<file path="src/rtl/multicycle_control_unit_if.sv">
// Control/datapath bundle for the multicycle RV32I control unit.
// The master side is the control unit; the slave side is the datapath/memory.
interface multicycle_control_unit_if #(
  parameter int CNT_W = 32
);
  logic [31:0]      instrCode;
  logic             dataReady;
  logic             pcEn;
  logic             irWe;
  logic             regFileWe;
  logic [3:0]       aluControl;
  logic             aluSrcMuxSel;
  logic             RFWDSrcMuxSel;
  logic             dataWe;
  logic             dataRe;
  logic             illegalInstr;
  logic [3:0]       state;
  logic [CNT_W-1:0] retireCnt;

  modport master (
    input  instrCode, dataReady,
    output pcEn, irWe, regFileWe, aluControl, aluSrcMuxSel, RFWDSrcMuxSel,
           dataWe, dataRe, illegalInstr, state, retireCnt
  );

  modport slave (
    output instrCode, dataReady,
    input  pcEn, irWe, regFileWe, aluControl, aluSrcMuxSel, RFWDSrcMuxSel,
           dataWe, dataRe, illegalInstr, state, retireCnt
  );
endinterface

</file>
<file path="src/rtl/multicycle_control_unit.sv">
// Multicycle control FSM for an RV32I datapath (R-type, I-type ALU, load, store).
// Memory handshake: dataRe/dataWe are held until dataReady is sampled high at a clk edge.
module multicycle_control_unit #(
  parameter int CNT_W = 32
) (
  input  logic                       clk,
  input  logic                       reset,
  multicycle_control_unit_if.master  bus
);

  typedef enum logic [3:0] {
    ST_FETCH  = 4'd0,
    ST_DECODE = 4'd1,
    ST_R_EXE  = 4'd2,
    ST_I_EXE  = 4'd3,
    ST_S_EXE  = 4'd4,
    ST_S_MEM  = 4'd5,
    ST_L_EXE  = 4'd6,
    ST_L_MEM  = 4'd7,
    ST_L_WB   = 4'd8
  } state_t;

  localparam logic [6:0] OP_R    = 7'b0110011;
  localparam logic [6:0] OP_I    = 7'b0010011;
  localparam logic [6:0] OP_S    = 7'b0100011;
  localparam logic [6:0] OP_L    = 7'b0000011;
  localparam logic [3:0] ALU_ADD = 4'b0000;

  state_t           r_state;
  logic [6:0]       r_opcode;
  logic [2:0]       r_funct3;
  logic             r_f7b5;
  logic [CNT_W-1:0] r_retire_cnt;

  logic             w_retire;

  // An instruction retires on the edge that leaves its final state.
  always_comb begin
    w_retire = 1'b0;
    case (r_state)
      ST_R_EXE, ST_I_EXE, ST_L_WB: w_retire = 1'b1;
      ST_S_MEM:                    w_retire = bus.dataReady;
      default:                     w_retire = 1'b0;
    endcase
  end

  always_ff @(posedge clk) begin
    if (!reset) begin
      r_state      <= ST_FETCH;
      r_opcode     <= 7'd0;
      r_funct3     <= 3'd0;
      r_f7b5       <= 1'b0;
      r_retire_cnt <= '0;
    end else begin
      if (w_retire) r_retire_cnt <= r_retire_cnt + CNT_W'(1);
      case (r_state)
        ST_FETCH: begin
          r_opcode <= bus.instrCode[6:0];
          r_funct3 <= bus.instrCode[14:12];
          r_f7b5   <= bus.instrCode[30];
          r_state  <= ST_DECODE;
        end
        ST_DECODE: begin
          case (r_opcode)
            OP_R:    r_state <= ST_R_EXE;
            OP_I:    r_state <= ST_I_EXE;
            OP_S:    r_state <= ST_S_EXE;
            OP_L:    r_state <= ST_L_EXE;
            default: r_state <= ST_FETCH;
          endcase
        end
        ST_S_EXE: r_state <= ST_S_MEM;
        ST_S_MEM: if (bus.dataReady) r_state <= ST_FETCH;
        ST_L_EXE: r_state <= ST_L_MEM;
        ST_L_MEM: if (bus.dataReady) r_state <= ST_L_WB;
        default:  r_state <= ST_FETCH;
      endcase
    end
  end

  // Strobes are a pure decode of the state and latched fields, forced low during reset
  // so an abandoned instruction can never write or advance the PC.
  always_comb begin
    bus.pcEn          = 1'b0;
    bus.irWe          = 1'b0;
    bus.regFileWe     = 1'b0;
    bus.aluControl    = ALU_ADD;
    bus.aluSrcMuxSel  = 1'b0;
    bus.RFWDSrcMuxSel = 1'b0;
    bus.dataWe        = 1'b0;
    bus.dataRe        = 1'b0;
    bus.illegalInstr  = 1'b0;
    if (reset) begin
      case (r_state)
        ST_FETCH: bus.irWe = 1'b1;
        ST_DECODE: begin
          if (r_opcode != OP_R && r_opcode != OP_I &&
              r_opcode != OP_S && r_opcode != OP_L) begin
            bus.illegalInstr = 1'b1;
            bus.pcEn         = 1'b1;
          end
        end
        ST_R_EXE: begin
          bus.aluControl = {r_f7b5, r_funct3};
          bus.regFileWe  = 1'b1;
          bus.pcEn       = 1'b1;
        end
        ST_I_EXE: begin
          // Only the shift-right group uses funct7[5]; elsewhere those bits are immediate.
          bus.aluControl   = {(r_funct3 == 3'b101) ? r_f7b5 : 1'b0, r_funct3};
          bus.aluSrcMuxSel = 1'b1;
          bus.regFileWe    = 1'b1;
          bus.pcEn         = 1'b1;
        end
        ST_S_EXE, ST_L_EXE: bus.aluSrcMuxSel = 1'b1;
        ST_S_MEM: begin
          bus.aluSrcMuxSel = 1'b1;
          bus.dataWe       = 1'b1;
          bus.pcEn         = bus.dataReady;
        end
        ST_L_MEM: begin
          bus.aluSrcMuxSel = 1'b1;
          bus.dataRe       = 1'b1;
        end
        ST_L_WB: begin
          bus.RFWDSrcMuxSel = 1'b1;
          bus.regFileWe     = 1'b1;
          bus.pcEn          = 1'b1;
        end
        default: ;
      endcase
    end
  end

  assign bus.state     = r_state;
  assign bus.retireCnt = r_retire_cnt;

endmodule

</file>
<file path="src/flat_wrapper.sv">
// flat-port wrapper written by rule: the top's interface ports become plain ports
module multicycle_control_unit_flat 
#(
  parameter int CNT_W = 32
)
  (clk, reset, bus_instrCode, bus_dataReady, bus_pcEn, bus_irWe, bus_regFileWe, bus_aluControl, bus_aluSrcMuxSel, bus_RFWDSrcMuxSel, bus_dataWe, bus_dataRe, bus_illegalInstr, bus_state, bus_retireCnt);
  multicycle_control_unit_if #(.CNT_W(CNT_W)) bus_i ();
  input  logic clk;
  input  logic reset;
  input wire logic [$bits(bus_i.instrCode)-1:0] bus_instrCode;
  input wire logic [$bits(bus_i.dataReady)-1:0] bus_dataReady;
  output wire logic [$bits(bus_i.pcEn)-1:0] bus_pcEn;
  output wire logic [$bits(bus_i.irWe)-1:0] bus_irWe;
  output wire logic [$bits(bus_i.regFileWe)-1:0] bus_regFileWe;
  output wire logic [$bits(bus_i.aluControl)-1:0] bus_aluControl;
  output wire logic [$bits(bus_i.aluSrcMuxSel)-1:0] bus_aluSrcMuxSel;
  output wire logic [$bits(bus_i.RFWDSrcMuxSel)-1:0] bus_RFWDSrcMuxSel;
  output wire logic [$bits(bus_i.dataWe)-1:0] bus_dataWe;
  output wire logic [$bits(bus_i.dataRe)-1:0] bus_dataRe;
  output wire logic [$bits(bus_i.illegalInstr)-1:0] bus_illegalInstr;
  output wire logic [$bits(bus_i.state)-1:0] bus_state;
  output wire logic [$bits(bus_i.retireCnt)-1:0] bus_retireCnt;
  assign bus_i.instrCode = bus_instrCode;
  assign bus_i.dataReady = bus_dataReady;
  assign bus_pcEn = bus_i.pcEn;
  assign bus_irWe = bus_i.irWe;
  assign bus_regFileWe = bus_i.regFileWe;
  assign bus_aluControl = bus_i.aluControl;
  assign bus_aluSrcMuxSel = bus_i.aluSrcMuxSel;
  assign bus_RFWDSrcMuxSel = bus_i.RFWDSrcMuxSel;
  assign bus_dataWe = bus_i.dataWe;
  assign bus_dataRe = bus_i.dataRe;
  assign bus_illegalInstr = bus_i.illegalInstr;
  assign bus_state = bus_i.state;
  assign bus_retireCnt = bus_i.retireCnt;
  multicycle_control_unit #(.CNT_W(CNT_W)) u_core (.clk(clk), .reset(reset), .bus(bus_i));
endmodule
</file>
<file path="config.mk">
export PLATFORM = sky130hd
export DESIGN_NAME = multicycle_control_unit_flat
export DESIGN_NICKNAME = d
export VERILOG_FILES = /design/src/rtl/multicycle_control_unit_if.sv /design/src/rtl/multicycle_control_unit.sv /design/src/flat_wrapper.sv
export SDC_FILE = /design/constraint.sdc
export NUM_CORES = 1
export LEC_CHECK = 0
export ABC_AREA = 1
export CAP_MARGIN = 20
export CORE_MARGIN = 4
export CORE_UTILIZATION = 46
export DETAILED_ROUTE_END_ITERATION = 8
export PLACE_DENSITY = 0.84
export SLEW_MARGIN = 20
export SYNTH_ARGS = -nofsm -noshare
export SYNTH_HDL_FRONTEND = slang
export SYNTH_SLANG_ARGS = --single-unit
</file>
<file path="constraint.sdc">
create_clock -name clk -period 1.75 [get_ports clk]
set_input_delay 0.2625 -clock clk [delete_from_list [all_inputs] [get_ports clk]]
set_output_delay 0.2625 -clock clk [all_outputs]
set_load 0.05 [all_outputs]
</file>
==> results of run 1 <==
## critical path: cells and delay by family (launching register included)
family | cells | cell delay [ns]
and+or+nand+nor | 4 | 0.50
buffers and inverters | 1 | 0.15
DFF | 1 | 0.38
AOI/OAI and AO/OA | 1 | 0.14
## layout by cell type (no fill, tap or decap), types with 4 or more instances in the layout
cell type	n
sky130_fd_sc_hd__clkdlybuf4s50_1	13
sky130_fd_sc_hd__nor2_2	7
sky130_fd_sc_hd__nand4_1	9
sky130_fd_sc_hd__buf_12	13
sky130_fd_sc_hd__nor3_1	7
sky130_fd_sc_hd__inv_1	46
sky130_fd_sc_hd__nand2_1	86
sky130_fd_sc_hd__a21oi_1	26
sky130_fd_sc_hd__nor2_4	7
sky130_fd_sc_hd__nor2_1	76
sky130_fd_sc_hd__o21ai_0	14
sky130_fd_sc_hd__nand3_1	30
sky130_fd_sc_hd__o21ai_1	4
sky130_fd_sc_hd__dfxtp_2	4
sky130_fd_sc_hd__buf_4	46
sky130_fd_sc_hd__clkbuf_8	6
sky130_fd_sc_hd__dfxtp_1	41
## timing repair
action                     in CTS  in global routing
pin swaps                       1                  1
setup buffers                   1                  0
gates resized for setup         3                 14
setup endpoints to repair       7                 19
cloned                          0                  0
## kinds of logic after synthesis
group,after synthesis,share of synthesized area
AO/OA/AOI/OAI,52,0.108
XOR/XNOR,1,0.00349
adder cells (fa/ha/maj),1,0.00499
buffers and inverters,57,0.0903
flip-flops,47,0.375
AND/OR/NAND/NOR,239,0.418
## registers in the layout (all words and copies together), names as in the netlist
name,count
u_core.r_opcode,7
u_core.r_funct3,3
u_core.bus.state,4
u_core.r_f7b5,1
u_core.bus.retireCnt,32
## power groups by stage
stage / Combinational (mW) / Sequential [mW] / Clock [mW]
global route: 0.255 / 1.11 / 0.882
CTS: 0.230 / 1.11 / 0.837
detailed placement: 0.226 / 1.14 / 0
floorplan: 0.120 / 1.14 / 0
finish: 0.233 / 1.11 / 0.822
global placement: 0.222 / 1.13 / 0
## area by class of cell
class / instances / area [um2] / share of cell area
clock buffers: 6 / 82.6 / 0.0232
clock inverters: 2 / 35.0 / 0.00986
inverters: 49 / 184 / 0.0517
multi-input cells: 293 / 1450 / 0.409
flip-flops and latches: 47 / 953 / 0.268
well taps: 70 / 87.6 / 0.0246
repair buffers: 74 / 758 / 0.213
## path summary, 6_finish.rpt
| path | start | end |
|---|---|---|
| min | u_core.r_f7b5$_SDFFE_PN0N_ | u_core.r_f7b5$_SDFFE_PN0N_ |
| max | u_core.bus.state[1]$_SDFFE_PN0P_ | bus_pcEn |
| max reg2reg | u_core.bus.retireCnt[1]$_SDFFE_PN0P_ | u_core.bus.retireCnt[30]$_SDFFE_PN0P_ |
| min reg2reg | u_core.r_f7b5$_SDFFE_PN0N_ | u_core.r_f7b5$_SDFFE_PN0N_ |
## stage by stage
stage          hold slack, ns  utilization  TNS [ns]
3_3_place_gp            0.454        0.650         0
6_report                0.479        0.683         0
2_1_floorplan           0.401            -         0
5_1_grt                 0.525        0.683    -0.236
3_5_place_dp            0.463        0.650   -0.0115
4_1_cts                 0.475        0.675         0
## per-layer routing
metal	global-route usage	vias up	routed length [um]
met1	0.272	1275	3030
met5	0	-	0
met4	0.0731	0	108
met3	0.0307	10	407
met2	0.376	91	3570
li1	-	1425	-
==> run metrics, run 1 <==
Min-Delay Path Depth=2; sum of net half-perimeters after detailed placement=between 5 and 6 mm; portion of the post-synthesis area used by sequential elements=0.375; number of synthesized flops with an enable pin=0; worst endpoint data arrival time=between 1 and 1.5 ns; final hold vios=0; number of antenna violations at the first check in global routing=0; Final Power=approximately 2.2 mW; I/O pin total=83; post-synth net total=about 430; synth-to-layout area growth=41.7%; drt initial violations=around 210; Core Footprint=about 5200 um2; synth top area cells=sky130_fd_sc_hd__dfxtp_1 (38%), sky130_fd_sc_hd__nand2_1 (13%), sky130_fd_sc_hd__nor2_1 (12%), sky130_fd_sc_hd__inv_1 (7.2%), sky130_fd_sc_hd__nand3_1 (6.0%); vertical die dimension=slightly above 80 um; 1st-pass router iterations=4; maximum number of pins on one net before global-route repair=33; Antenna Diode Count=0; number of standard cells in the final layout excluding fillers=541; depth of the most critical reg-to-reg path=8; top-count cell post-synth=sky130_fd_sc_hd__nand2_1; cell area power density=roughly 600 nW/um2; post-synth cell types=30; fillcell total=about 450; Largest stage delay, worst path=around 0.38 ns; CTS buffer count=5; cts hold-fix bufs=0; area of the mapped netlist=approximately 2500 um2; relative contribution of sequential cells to total power=0.513; worst hold-check path type=flop to flop; proportion of total power due to net switching=0.237; site row count=26; proportion of netlist area held by the largest area contributor=0.375; insertion delay of the later-clocked pin in the worst-skew pair=about 0.30 ns; vias=between 2,000 and 3,000; CTS tree=done; largest area contributor in the synthesized netlist=sky130_fd_sc_hd__dfxtp_1; worst setup path category=flop to output port; routed via count divided by cell count=just over 5; chip width=between 80 and 90 um; proportion of power drawn by the clock network=0.380; most frequent cells after synthesis=sky130_fd_sc_hd__nand2_1 (86), sky130_fd_sc_hd__nor2_1 (83), sky130_fd_sc_hd__inv_1 (48); data required time of the worst path=1.49 ns; Net count, final=a little over 500; flip-flop and latch count after synthesis=47; cell internal pwr=approximately 1.7 mW; crit path max fanout=8; switching pwr=about 0.51 mW; via count of the first global-routing pass=2,547; total wire length=~7.1 mm; maximum number of buffers from clock root to sink=2; Layout Skew=just over 0.008 ns; Critical Path End Type=output port; number of sinks driven by the clock tree=47; Yosys warnings=0; gate count after technology mapping=roughly 400; highest attainable clock frequency=579 MHz; Initial Util=0.482; Final Max Tran Viols=0; unrepaired setup endpoints after global routing=true; share of power burned in combinational logic=0.108; routed len/inst=13.1 um; placed cell count=~530; crit start category=flop; static leakage=around 1.5 nW; mean instance size in the synthesized netlist=roughly 6.3 um2; global router's overall resource usage=0.216; main flop type after synthesis=sky130_fd_sc_hd__dfxtp_1; worst-case vdd ir drop=566 uV; final setup margin=around 0.023 ns; result of the run=complete, no violations; total die area=between 6000 and 7000 um2; number of setup violations in the final report=0; weighted congestion reported at the end of routability-driven placement=between 0.9 and 1; cell area after layout=between 3000 and 4000 um2; minimum clock period=1.73 ns; root cell of the clock tree=sky130_fd_sc_hd__clkbuf_8; slew at the pin closest to its max-slew limit=0.335 ns; global-route wire length before repair=11.5 mm; share of flip-flops with an asynchronous set or reset after synthesis=0; CP max stage cell=sky130_fd_sc_hd__dfxtp_2; Max Cap Viol=0; period utilisation layout=0.987; cells along the critical path=nor2_1 -> nand2_2 -> nand2_2 -> nor2_8 -> a21oi_4 -> buf_12; aggregate global routing overflow=0; Clock transition at path regs=0.08 ns; reg-to-reg setup timing slack=around 0.12 ns; DRC viols=0; fraction of final layout cells sized beyond drive strength 1=0.225; slew margin rel.=0.776; antenna violation net count after detailed routing=0; dpl ws=-0.0115 ns; cell mode on critical path=sky130_fd_sc_hd__nand2_2; H-Tree Level Count=2; I/O Buffers=61; instance area after placement=between 3000 and 4000 um2
Note: power is estimated with default switching activity, not from simulation.
==> inputs of run 2 (changes only) <==
--- a/config.mk
+++ b/config.mk
@@ -10,6 +10,7 @@
 export CORE_MARGIN = 4
 export CORE_UTILIZATION = 46
 export DETAILED_ROUTE_END_ITERATION = 8
+export HOLD_SLACK_MARGIN = 0.03
 export PLACE_DENSITY = 0.84
 export SLEW_MARGIN = 20
 export SYNTH_ARGS = -nofsm -noshare
==> results of run 2 <==
Final layout, timing and power as in run 1 (identical DEF).
